<file path="config.mk">
export PLATFORM = sky130hd
export DESIGN_NAME = pong_game_ctrl_flat
export DESIGN_NICKNAME = d
export VERILOG_FILES = /design/src/rtl/pong_game_ctrl_if.sv /design/src/rtl/pong_game_ctrl.sv /design/src/flat_wrapper.sv
export SDC_FILE = /design/constraint.sdc
export NUM_CORES = 1
export LEC_CHECK = 0
export CAP_MARGIN = 20
export CELL_PAD_IN_SITES_DETAIL_PLACEMENT = 0
export CELL_PAD_IN_SITES_GLOBAL_PLACEMENT = 2
export CORE_AREA = 10 10 90 92
export DETAILED_ROUTE_END_ITERATION = 12
export DIE_AREA = 0 0 100 102
export DONT_BUFFER_PORTS = 1
export GPL_ROUTABILITY_DRIVEN = 1
export GPL_TIMING_DRIVEN = 0
export PLACE_DENSITY_LB_ADDON = 0.05
export SETUP_SLACK_MARGIN = 0.3
export SLEW_MARGIN = 20
export SYNTH_ARGS = -nofsm -noshare
export SYNTH_HDL_FRONTEND = slang
export SYNTH_SLANG_ARGS = --single-unit
</file>
<file path="constraint.sdc">
create_clock -name clk -period 3.5 [get_ports clk]
set_input_delay 0.35 -clock clk [delete_from_list [all_inputs] [get_ports clk]]
set_output_delay 0.35 -clock clk [all_outputs]
set_load 0.02 [all_outputs]
</file>
<file path="src/rtl/pong_game_ctrl_if.sv">
// Signal bundle between the pong game controller and its surroundings
// (VGA frame tick, start button, ball/paddle datapath).
interface pong_game_ctrl_if;
  logic       frame_tick;
  logic       btn_start;
  logic       miss_left;
  logic       miss_right;
  logic       update_en;
  logic       ball_reset;
  logic       serve_dir;
  logic [3:0] score_left;
  logic [3:0] score_right;
  logic       game_over;
  logic [2:0] state;

  // Controller side: consumes events, drives strobes, scores and state.
  modport master (
    input  frame_tick, btn_start, miss_left, miss_right,
    output update_en, ball_reset, serve_dir, score_left, score_right,
           game_over, state
  );

  // Surrounding side: produces events, observes the controller.
  modport slave (
    output frame_tick, btn_start, miss_left, miss_right,
    input  update_en, ball_reset, serve_dir, score_left, score_right,
           game_over, state
  );
endinterface

</file>
<file path="src/rtl/pong_game_ctrl.sv">
// Pong frame-level sequencer: game FSM, frame-paced update strobes,
// ball re-centre pulses and score keeping.
module pong_game_ctrl #(
  parameter int WIN_SCORE          = 7,
  parameter int SERVE_DELAY_FRAMES = 60,
  parameter int POINT_DELAY_FRAMES = 90,
  parameter int SPEED_DIV          = 1
) (
  input  logic             clk,
  input  logic             rst,
  pong_game_ctrl_if.master bus
);

  localparam logic [3:0] WIN_C   = 4'(WIN_SCORE);
  localparam logic [7:0] SERVE_C = 8'(SERVE_DELAY_FRAMES);
  localparam logic [7:0] POINT_C = 8'(POINT_DELAY_FRAMES);
  localparam logic [3:0] DIV_C   = 4'(SPEED_DIV);

  typedef enum logic [2:0] {
    S_IDLE  = 3'd0,
    S_SERVE = 3'd1,
    S_PLAY  = 3'd2,
    S_POINT = 3'd3,
    S_OVER  = 3'd4
  } state_t;

  state_t     state_q, state_d;
  logic [7:0] cnt_q, cnt_d;
  logic [3:0] div_q, div_d;
  logic       btn_q, btn_d;
  logic [3:0] score_l_q, score_l_d;
  logic [3:0] score_r_q, score_r_d;
  logic       serve_dir_q, serve_dir_d;
  logic       update_en_q, update_en_d;
  logic       ball_reset_q, ball_reset_d;

  logic       start_edge;
  logic [7:0] cnt_inc;
  logic [3:0] div_inc;
  logic [3:0] score_l_inc;
  logic [3:0] score_r_inc;

  // Next-state, counters, scores and registered strobes.
  always_comb begin
    state_d      = state_q;
    cnt_d        = cnt_q;
    div_d        = div_q;
    btn_d        = bus.btn_start;
    score_l_d    = score_l_q;
    score_r_d    = score_r_q;
    serve_dir_d  = serve_dir_q;
    update_en_d  = 1'b0;
    ball_reset_d = 1'b0;

    start_edge  = bus.btn_start & ~btn_q;
    cnt_inc     = cnt_q + 8'd1;
    div_inc     = div_q + 4'd1;
    score_l_inc = (score_l_q < WIN_C) ? score_l_q + 4'd1 : score_l_q;
    score_r_inc = (score_r_q < WIN_C) ? score_r_q + 4'd1 : score_r_q;

    case (state_q)
      S_IDLE, S_OVER: begin
        if (start_edge) begin
          score_l_d    = 4'd0;
          score_r_d    = 4'd0;
          serve_dir_d  = 1'b0;
          state_d      = S_SERVE;
          ball_reset_d = 1'b1;
        end
      end
      S_SERVE: begin
        if (bus.frame_tick && cnt_inc == SERVE_C) state_d = S_PLAY;
      end
      S_PLAY: begin
        if (bus.miss_left && bus.miss_right) begin
          // Double miss: replay the point without scoring.
          state_d = S_POINT;
        end else if (bus.miss_left) begin
          score_r_d   = score_r_inc;
          serve_dir_d = 1'b1;
          state_d     = (score_r_inc == WIN_C) ? S_OVER : S_POINT;
        end else if (bus.miss_right) begin
          score_l_d   = score_l_inc;
          serve_dir_d = 1'b0;
          state_d     = (score_l_inc == WIN_C) ? S_OVER : S_POINT;
        end else if (bus.frame_tick) begin
          if (div_inc == DIV_C) begin
            div_d       = 4'd0;
            update_en_d = 1'b1;
          end else begin
            div_d = div_inc;
          end
        end
      end
      S_POINT: begin
        if (bus.frame_tick && cnt_inc == POINT_C) begin
          state_d      = S_SERVE;
          ball_reset_d = 1'b1;
        end
      end
      default: state_d = S_IDLE;
    endcase

    // Frame counter restarts on every state change; the tick that
    // causes the change is not carried into the new state.
    if (state_d != state_q)   cnt_d = 8'd0;
    else if (bus.frame_tick)  cnt_d = cnt_inc;

    if (state_d == S_PLAY && state_q != S_PLAY) div_d = 4'd0;
  end

  // State and output registers with synchronous reset.
  always_ff @(posedge clk) begin
    if (rst) begin
      state_q      <= S_IDLE;
      cnt_q        <= 8'd0;
      div_q        <= 4'd0;
      btn_q        <= 1'b0;
      score_l_q    <= 4'd0;
      score_r_q    <= 4'd0;
      serve_dir_q  <= 1'b0;
      update_en_q  <= 1'b0;
      ball_reset_q <= 1'b0;
    end else begin
      state_q      <= state_d;
      cnt_q        <= cnt_d;
      div_q        <= div_d;
      btn_q        <= btn_d;
      score_l_q    <= score_l_d;
      score_r_q    <= score_r_d;
      serve_dir_q  <= serve_dir_d;
      update_en_q  <= update_en_d;
      ball_reset_q <= ball_reset_d;
    end
  end

  assign bus.update_en   = update_en_q;
  assign bus.ball_reset  = ball_reset_q;
  assign bus.serve_dir   = serve_dir_q;
  assign bus.score_left  = score_l_q;
  assign bus.score_right = score_r_q;
  assign bus.game_over   = (state_q == S_OVER);
  assign bus.state       = state_q;

endmodule

</file>
<file path="src/flat_wrapper.sv">
// flat-port wrapper written by rule: the top's interface ports become plain ports
module pong_game_ctrl_flat 
#(
  parameter int WIN_SCORE          = 7,
  parameter int SERVE_DELAY_FRAMES = 60,
  parameter int POINT_DELAY_FRAMES = 90,
  parameter int SPEED_DIV          = 1
)
  (clk, rst, bus_frame_tick, bus_btn_start, bus_miss_left, bus_miss_right, bus_update_en, bus_ball_reset, bus_serve_dir, bus_score_left, bus_score_right, bus_game_over, bus_state);
  pong_game_ctrl_if bus_i ();
  input  logic clk;
  input  logic rst;
  input wire logic [$bits(bus_i.frame_tick)-1:0] bus_frame_tick;
  input wire logic [$bits(bus_i.btn_start)-1:0] bus_btn_start;
  input wire logic [$bits(bus_i.miss_left)-1:0] bus_miss_left;
  input wire logic [$bits(bus_i.miss_right)-1:0] bus_miss_right;
  output wire logic [$bits(bus_i.update_en)-1:0] bus_update_en;
  output wire logic [$bits(bus_i.ball_reset)-1:0] bus_ball_reset;
  output wire logic [$bits(bus_i.serve_dir)-1:0] bus_serve_dir;
  output wire logic [$bits(bus_i.score_left)-1:0] bus_score_left;
  output wire logic [$bits(bus_i.score_right)-1:0] bus_score_right;
  output wire logic [$bits(bus_i.game_over)-1:0] bus_game_over;
  output wire logic [$bits(bus_i.state)-1:0] bus_state;
  assign bus_i.frame_tick = bus_frame_tick;
  assign bus_i.btn_start = bus_btn_start;
  assign bus_i.miss_left = bus_miss_left;
  assign bus_i.miss_right = bus_miss_right;
  assign bus_update_en = bus_i.update_en;
  assign bus_ball_reset = bus_i.ball_reset;
  assign bus_serve_dir = bus_i.serve_dir;
  assign bus_score_left = bus_i.score_left;
  assign bus_score_right = bus_i.score_right;
  assign bus_game_over = bus_i.game_over;
  assign bus_state = bus_i.state;
  pong_game_ctrl #(.WIN_SCORE(WIN_SCORE), .SERVE_DELAY_FRAMES(SERVE_DELAY_FRAMES), .POINT_DELAY_FRAMES(POINT_DELAY_FRAMES), .SPEED_DIV(SPEED_DIV)) u_core (.clk(clk), .rst(rst), .bus(bus_i));
endmodule
</file>
Word level (Yosys, flattened, before mapping) --
Index checks and enable logic that the tools add are counted. Widths: inputs -> output; s select.
Word-level totals: bits in registers 27, bits in latches 0, memory bits (writable) 0, ROM bits 0, output and inout bits 15, memories kept 0
Operators by class: add/subtract/negate cells 4, multiply operators 0, divide/modulo/power cells 0, $lt $le $gt $ge 2, equality and inequality tests 18, shift operators 0, multiplexer cells 29, bitwise logic cells 7, reductions and logical operators 14
Operators by type and width (number):
- $mux 4 | 9
- $mux 3 | 8
- $pmux 4 s2 | 2
- $add 4x1->4 const B | 3
- $pmux 3 s4 | 1
- $reduce_and 5->1 | 2
- $eq 3x2->1 const B | 3
- $add 8x1->8 const B | 1
- $eq 4x3->1 const B | 2
- $eq 8x6->1 const B | 1
- $eq 8x7->1 const B | 1
- $lt 4x3->1 const B | 2
- $ne 2x2->1 const B | 4
- $reduce_and 4->1 | 2
- $mux 1 | 7
- $not 1->1 | 6
- $reduce_or 2->1 | 3
- $reduce_or 6->1 | 1
- $eq 4x1->1 const B | 1
- $logic_and 1x1->1 | 4
- $pmux 1 s2 | 2
- $eq 3x1->1 const B | 1
- $eq 3x3->1 const B | 1
- $logic_not 3->1 | 1
- other kinds (6) | 6

Longest topological paths before layout --
Gate-level depths: netlist (run 1).
depth after elaboration 11, depth in mapped cells 7, depth with buffers taken out 7

Least setup slack after synthesis (run 1) --
Ideal clock, no wire load.
kind flip-flop to flip-flop, start register u_core.score_r_q[0] (netlist: u_core.bus.score_right[0]), end register u_core.cnt_q[1], setup time 0.100 ns, arrival 2.113 ns, data required time 3.400 ns, path slack 1.288 ns, stages on the path, launching flop included 8, buffers on the path 0, period minus slack after synthesis 2.212 ns, cell sequence dfxtp_1 ha_1 xor2_1 a32oi_1 a2111oi_1 a2bb2oi_2 o221ai_4 a2111oi_4
On the way: longest elaborated chain between the ends 9, elaborated cells on any way between the ends 10, classes of those cells 1 x add/sub; 1 x order compare; 2 x eq/ne; 5 x mux; 1 x reduce/logical
Ends and longest elaborated chain:
- start: declaration | line pong_game_ctrl.sv:32 | logic [3:0] score_r_q, score_r_d;
- start signal: assignment | line pong_game_ctrl.sv:130 | score_r_q <= score_r_d;
- $add 4x1->4 or $lt 4x3->1 (tied branches) | line pong_game_ctrl.sv:59 | score_r_inc = (score_r_q < WIN_C) ? score_r_q + 4'd1 : score_r_q;
- $mux 4 * | line pong_game_ctrl.sv:59
- $eq 4x3->1 * | line pong_game_ctrl.sv:81 | state_d = (score_r_inc == WIN_C) ? S_OVER : S_POINT;
- $mux 3 * | line pong_game_ctrl.sv:81
- $mux 3 * | line pong_game_ctrl.sv:78 | end else if (bus.miss_left) begin
- $mux 3 * | line pong_game_ctrl.sv:75 | if (bus.miss_left && bus.miss_right) begin
- $pmux 3 s4 * | line pong_game_ctrl.sv:61 | case (state_q)
- $ne 3x3->1 * | line pong_game_ctrl.sv:106 | if (state_d != state_q) cnt_d = 8'd0;
- $reduce_or 2->1 (no source line) *
- end signal: assignment | line pong_game_ctrl.sv:126 | cnt_q <= cnt_d;
- end: declaration | line pong_game_ctrl.sv:28 | logic [7:0] cnt_q, cnt_d;
Mark *: on every way between the ends. The rest lies on a longest branch, timed or not. A chain may end at the register's enable or synchronous reset.

Worst setup path after layout (run 1) --
Same ends and word-level chain as after synthesis.

==> summary.txt, run 1 <==
Pwr
  – Leakage: 0.627 nW
  – Pwr Density: 306 nW/um^2
  – Reg power frac: 56.2%
  – Tot Pwr: 570 uW
  – Sw power: 156 uW
  – Comb pwr share: 9.7%
  – Sw frac: 27.3%
  – VDD IR max: 0.118 mV
  – P_int: 414 uW
  – Clk pwr share: 34.2%

Finish
  – Ant diodes: 0
  – Final Core Density: 29.6%
  – Most frequent cells in the layout: dfxtp_1 (27), nand2_1 (19), nor3_1 (17)
  – Layout fillers: 690
  – Layout cell share with drive strength beyond 1: 12.9%
  – Most common cell after layout, fill and taps aside: dfxtp_1
  – Final nets: 216
  – Area grow syn2layout: 8.30%

Worst setup path
  – Max stage delay on crit path: 570 ps
  – Startpoint types: register
  – WS Path Type: reg2reg
  – Delay-heaviest family, CP: compound AO/OA/AOI/OAI gates
  – Critical Path Sink Type: register
  – CP Cell Sequence: ha_1, xor2_1, a32oi_1, a2111oi_1, a2bb2oi_2, o221ai_4, a2111oi_4
  – CP bufs+invs: 0
  – CP required: 3690 ps
  – Worst-path fanout max: 8
  – Slowest CP cell: dfxtp_1
  – Crit path DAT: 2710 ps

Yosys
  – Gate Count Post-Synth: 198
  – Synthesized area per cell: 8.68 um^2
  – Syn Std Cell Area: 1720 um^2
  – Number of synthesized flops with an enable pin: 0
  – Flops & latches, synth: 27
  – Asr flop ratio synth: 0%
  – Main flop type after synthesis: dfxtp_1
  – Mapped Nets: 211
  – Synth cell types: 51
  – Ys Warns: 0
  – Seq/Total Area, Yosys: 31.5%

Global route
  – Total Routing Usage GR: 8.73%
  – Largest net degree at the start of global routing: 16
  – Vias in the first global route: 1,361
  – Gr ovfl total: 0
  – Initial antenna violation count: 0
  – First-pass GRT wire length: 7.29 mm

STA
  – Period utilization: 72.1%
  – Tightest hold margin: 120 ps
  – Measured slew at the worst slew-check pin: 762 ps
  – Setup TNS Final: 0 ps
  – Fmax: 396 MHz
  – Slew HR: 48.8%
  – Hold Fails Final Rpt: 0
  – Final setup violation count: 0
  – Slew Limit Fails: 0
  – Final worst slack: 975 ps
  – Min Tclk post-route: 2520 ps
  – Final Skew: 9.13 ps
  – RSZ-0062 raised after global routing: no

Detailed routing
  – ANT nets after route: 0
  – Drt via density: 5.03
  – WL final: 4.36 mm
  – Met3 WL: 310 um
  – Metal1 wirelength: 1.90 mm
  – DRT Pass-1 Iters: 4
  – DR top layer: met4
  – DR iter-0 viols: 70
  – Met2 Wirelength: 2.12 mm
  – WL/cell: 15.6 um
  – # DRC: 0
  – Vias: 1,403

Floorplan
  – Core area: 6280 um^2
  – Die W: 100 um
  – # rows: 29
  – Die span in y: 102 um
  – Initial Util: 27.4%
  – Die ar.: 10,200 um^2
  – Top Ports: 21

Clock network
  – H-tree Lvls: 1
  – CTS sink count: 27
  – Clock Latency Late Sink: 290 ps
  – CTS tree: yes
  – # Post-CTS Setup Buffers: 0
  – Post-CTS Hold Buffers: 0
  – Resize count post-CTS: 0
  – Max clock buf depth: 2
  – Worst-path clk slew: 110 ps
  – Cts bufs inserted: 3
  – Clock root cell: clkbuf_8

Run status
  – Status: completed

Flow run
  – Max cap viols: 0

Placement
  – Pre-CTS setup slack: 985 ps
  – Hpwl dp: 3.33 mm
  – PortBufs: 0
  – Routability cong.: 0.783

Min path
  – Worst hold-check path type: in2reg
[path summary, 6_finish.rpt]
path,endpoint,startpoint,depth (start not counted),slack (ps)
max,u_core.cnt_q[1]$_SDFFE_PP0P_,u_core.bus.score_right[0]$_SDFFE_PP0P_,7,980
min,u_core.bus.state[2]$_SDFF_PP0_,rst,1,120
max reg2reg,u_core.cnt_q[1]$_SDFFE_PP0P_,u_core.bus.score_right[0]$_SDFFE_PP0P_,7,980
min reg2reg,u_core.div_q[1]$_SDFFE_PP0P_,u_core.div_q[1]$_SDFFE_PP0P_,2,530
[metal layers]
metal | vias to the layer above | track usage (%)
li1 | 721 | -
met1 | 658 | 10.1
met2 | 19 | 15.1
met3 | 5 | 3.51
met4 | 0 | 1.30
met5 | - | 0
[registers in the layout (all words and copies together) (netlist names)]
signal and count:
u_core.bus.state 3, u_core.bus.serve_dir 1, u_core.btn_q 1, u_core.bus.update_en 1, u_core.bus.score_left 4, u_core.div_q 4, u_core.bus.ball_reset 1, u_core.cnt_q 8
u_core.bus.score_right 4
[worst register-to-register path, stage by stage (launching register included)]
cell       delay (ps)
dfxtp_1           570
ha_1              310
xor2_1            170
a32oi_1           120
a2111oi_1         430
a2bb2oi_2         260
o221ai_4          220
a2111oi_4         350
[area by class of cell]
type                       instances  area [um^2]  share of cell area, %
buffer                             8         73.8                   3.97
multi-input combinational        151         1060                   56.9
sequential                        27          541                   29.1
clock inverter                     1         5.00                  0.269
inverter                          12         45.0                   2.42
tap                               77         96.3                   5.18
clock buffer                       3         41.3                   2.22
[logic make-up (layout without fill, tap and decap cells)]
group	count (synthesis)	count (layout)	share of synthesized area, %
flops	27	27	31.5
simple gates	91	91	29.1
buf+inv	20	24	6.92
xor+xnor	15	15	7.65
compound gates	38	38	19.7
fa+ha+maj	7	7	5.10
[power groups by stage]
stage          combinational, mW  sequential (mW)  clock (mW)
2_1_floorplan             0.0444            0.325           0
3_3_place_gp              0.0567            0.327           0
3_5_place_dp              0.0567            0.327           0
4_1_cts                   0.0569            0.320       0.205
5_1_grt                   0.0615            0.321       0.214
6_report                  0.0551            0.320       0.195
[cells in the mapped netlist, drive strengths merged, types with 2 or more instances]
library cell	instances	area share [%]
dfxtp	27	31
nand2	19	4.2
nor3	17	5.0
nor2	16	3.5
inv	12	2.6
a21oi	10	3.6
xor2	9	4.6
ha	7	5.1
nand3	7	2.0
nand4	7	3.4
xnor2	6	3.1
buf	5	3.1
o21ai	5	1.5
and2	4	1.7
and3	4	1.5
nand2b	4	1.5
a2111oi	3	3.8
a22oi	3	1.3
clkbuf	3	1.2
or3	3	1.4
a32oi	2	1.0
and4b	2	1.2
nor2b	2	0.73
o22a	2	1.0
o22ai	2	0.73
[per-stage QoR]
stage,cell area (um^2),instances
after CTS,1860,279
final,1860,279
after detailed placement,1810,275
after floorplan,1720,198
after global routing,1860,279
after global placement,1810,275
(Power assumes the default switching activity.)
==> inputs of run 2 (changes only) <==
- ABC_AREA: default -> 1
- CORE_AREA: 10 10 90 92 -> 10 10 91 93
- DIE_AREA: 0 0 100 102 -> 0 0 101 103
- clock period: 3.5 -> 2.1 ns (I/O delays scaled with it)
==> summary.txt, run 2 <==
STA
  – Fmax: 548 MHz (+38%)
  – Final setup violation count: 0 (unchanged)
  – Slew HR: 64.7% (+16 points)
  – Setup TNS Final: 0 ps (unchanged)
  – Tightest hold margin: 49.7 ps (-69.9 ps)
  – Final worst slack: 276 ps (-699 ps)
  – Min Tclk post-route: 1820 ps (-701 ps)
  – Measured slew at the worst slew-check pin: 529 ps (-233 ps)
  – RSZ-0062 raised after global routing: yes
  – Hold Fails Final Rpt: 0 (unchanged)
  – Slew Limit Fails: 0 (unchanged)
  – Final Skew: 8.37 ps (-0.753 ps)
  – Period utilization: 86.8% (+15 points)

Yosys
  – Synth cell types: 29 (-43%)
  – Synth area leaders: dfxtp_1 (30%), nand2_1 (13%), inv_1 (8.0%)
  – Synthesized area per cell: 6.64 um^2 (-23%)
  – Post-Synth Adder-Cell Area: 4.94% (-0.16 points)
  – Asr flop ratio synth: 0% (unchanged)
  – Compound-cell area share of the yosys netlist: 11.0% (-8.7 points)
  – Top-count cell post-synth: nand2_1
  – Synth Area in Simple Gates: 42.1% (+13 points)
  – Ys Warns: 0 (unchanged)
  – Post-synth top cells: nand2_1 (63), inv_1 (38), nor2_1 (33), dfxtp_1 (27), nand3_1 (16)
  – Flops & latches, synth: 27 (unchanged)
  – Main flop type after synthesis: dfxtp_1
  – Main combinational cell family by area after synthesis: simple AND/OR/NAND/NOR gates
  – Post-synth top area share: 30.5% (-0.98 points)
  – Multiplexer share of the synthesized area: 0% (unchanged)
  – Number of synthesized flops with an enable pin: 0 (unchanged)
  – Largest area contributor in the netlist: dfxtp_1
  – Syn Std Cell Area: 1770 um^2 (+3.2%)
  – Mapped Nets: 280 (+33%)
  – Xor and xnor fraction of the mapped netlist area: 1.48% (-6.2 points)
  – Seq/Total Area, Yosys: 30.5% (-0.98 points)
  – Gate Count Post-Synth: 267 (+35%)

Clock network
  – Clock Latency Late Sink: 280 ps (about the same)
  – H-tree Lvls: 1 (unchanged)
  – Worst-path clk slew: 110 ps (about the same)
  – Clock root cell: clkbuf_8
  – Max clock buf depth: 2 (unchanged)
  – CTS tree: yes
  – Cts bufs inserted: 3 (unchanged)
  – CTS sink count: 27 (unchanged)

Global route
  – Initial antenna violation count: 0 (unchanged)
  – Largest net degree at the start of global routing: 15 (-1)
  – First-pass GRT wire length: 8.05 mm (+10%)
  – Vias in the first global route: 1,635 (+20%)
  – Gr ovfl total: 0 (unchanged)
  – Total Routing Usage GR: 9.49% (+0.76 points)

Finish
  – Most common cell after layout, fill and taps aside: nand2_1
  – Max reg flops: 8 (unchanged)
  – Final Core Density: 34.0% (+4.4 points)
  – Most frequent cells in the layout: nand2_1 (50), inv_1 (36), nor2_1 (23)
  – Final nets: 294 (+36%)
  – Biggest register: u_core.cnt_q
  – Layout cell share with drive strength beyond 1: 35.0% (+22 points)
  – Layout fillers: 702 (+1.7%)
  – Ant diodes: 0 (unchanged)
  – Area grow syn2layout: 26.0%

Placement
  – PortBufs: 0 (unchanged)
  – Hpwl dp: 3.53 mm (+6.0%)
  – Pre-CTS setup slack: 12.0 ps (-973 ps)
  – Routability cong.: 0.771 (-1.5%)

Worst setup path
  – CP Cell Sequence: ha_4, nand3b_1, nand2_1, nor2_2, nand3_2, nand2_2, nor2_4, nor2_8, nand3_2, nand2_8, nor3_2
  – Startpoint types: register
  – Internal reg-to-reg setup slack: 280 ps (-700 ps)
  – Max stage delay on crit path: 400 ps (-170 ps)
  – WS Path Type: reg2reg
  – Slowest CP cell: dfxtp_4
  – Crit path DAT: 2010 ps (-700 ps)
  – Worst path most repeated cell: nand3_2
  – Critical Path Sink Type: register
  – Worst-path fanout max: 8 (unchanged)
  – CP required: 2280 ps (-1410 ps)

Floorplan
  – Die span in y: 103 um (+0.98%)
  – # rows: 30 (+3.4%)
  – Die ar.: 10,400 um^2 (+2.0%)
  – Die W: 101 um (+1.0%)
  – Core area: 6570 um^2 (+4.6%)
  – Top Ports: 21 (unchanged)
  – Initial Util: 27.0% (-0.38 points)

Run status
  – Status: completed

Detailed routing
  – WL final: 4.81 mm (+10%)
  – WL/cell: 13.4 um (-15%)
  – Vias: 1,616 (+15%)
  – Drt via density: 4.49 (-11%)
  – # DRC: 0 (unchanged)
  – ANT nets after route: 0 (unchanged)
  – DRT Pass-1 Iters: 4 (unchanged)
  – DR iter-0 viols: 28 (-60%)

Min path
  – Worst hold-check path type: in2reg

Pwr
  – Pwr Density: 453 nW/um^2 (+48%)
  – VDD IR max: 0.210 mV (+78%)
  – Tot Pwr: 1.01 mW (+78%)
  – Leakage: 0.849 nW (+35%)

Flow run
  – Max cap viols: 0 (unchanged)
run 2: cell count changes after synthesis, moves of 6 or more:
cell and delta:
a21oi_1 +6, inv_1 +27, nand2_1 +44, nand2_2 +8
nand3_1 +9, nor2_1 +17, nor2_2 +7, nor3_1 -13
nor3_2 +8, xor2_1 -9
run 2: through the flow:
stage | std cells | area, um^2
finish | 360 | 2230
detailed placement | 347 | 1870
global route | 360 | 2230
floorplan | 267 | 1770
global placement | 347 | 1870
CTS | 356 | 2090
run 2: cell families after synthesis:
group,after synthesis
AO/OA/AOI/OAI,34
buffers and inverters,47
AND/OR/NAND/NOR,149
flip-flops,27
adder cells (fa/ha/maj),7
XOR/XNOR,3
run 2: critical path, delay by kind of cell (launching register included):
kind,cells,cell delay [ps]
adders and majority gates,1,260
DFF,1,400
and+or+nand+nor,10,1050
run 2: power breakdown:
group | switching (mW) | total, mW | internal (mW)
registers | 0.0192 | 0.537 | 0.518
logic | 0.102 | 0.154 | 0.0512
clock network | 0.184 | 0.321 | 0.137
run 2: repair_timing:
item | CTS | global route
pin swaps | 12 | 16
hold buffers | 1 | 0
endpoints found under the hold margin | 2 | 0
endpoints found under the setup margin | 18 | 19
gates resized for setup | 38 | 34
setup buffers | 4 | 4
run 2: layer usage:
metal  wire (um)  track usage (%)  up-vias
li1            -                -      871
met1        2160             11.4      727
met2        2420             16.5       16
met3         189             2.41        2
met4          34             2.25        0
met5           0                0        -
run 2: area by class of cell:
cell class | instances | area (um^2) | area share, %
repair buffers | 9 | 70.1 | 3.14
clock buffers | 4 | 45.0 | 2.02
inverters | 45 | 169 | 7.56
well taps | 80 | 100 | 4.48
multi-input cells | 193 | 1270 | 56.7
plain buffers | 2 | 7.51 | 0.336
flip-flops and latches | 27 | 576 | 25.8
run 2: path summary, 6_finish.rpt:
kind                                     startpoint                      endpoint  depth (start not counted)
min                                   bus_btn_start       u_core.btn_q$_SDFF_PP0_                          2
max reg2reg  u_core.bus.score_right[0]$_SDFFE_PP0P_  u_core.cnt_q[5]$_SDFFE_PP0P_                         11
max          u_core.bus.score_right[0]$_SDFFE_PP0P_  u_core.cnt_q[5]$_SDFFE_PP0P_                         11
min reg2reg            u_core.div_q[1]$_SDFFE_PP0P_  u_core.div_q[1]$_SDFFE_PP0P_                          2
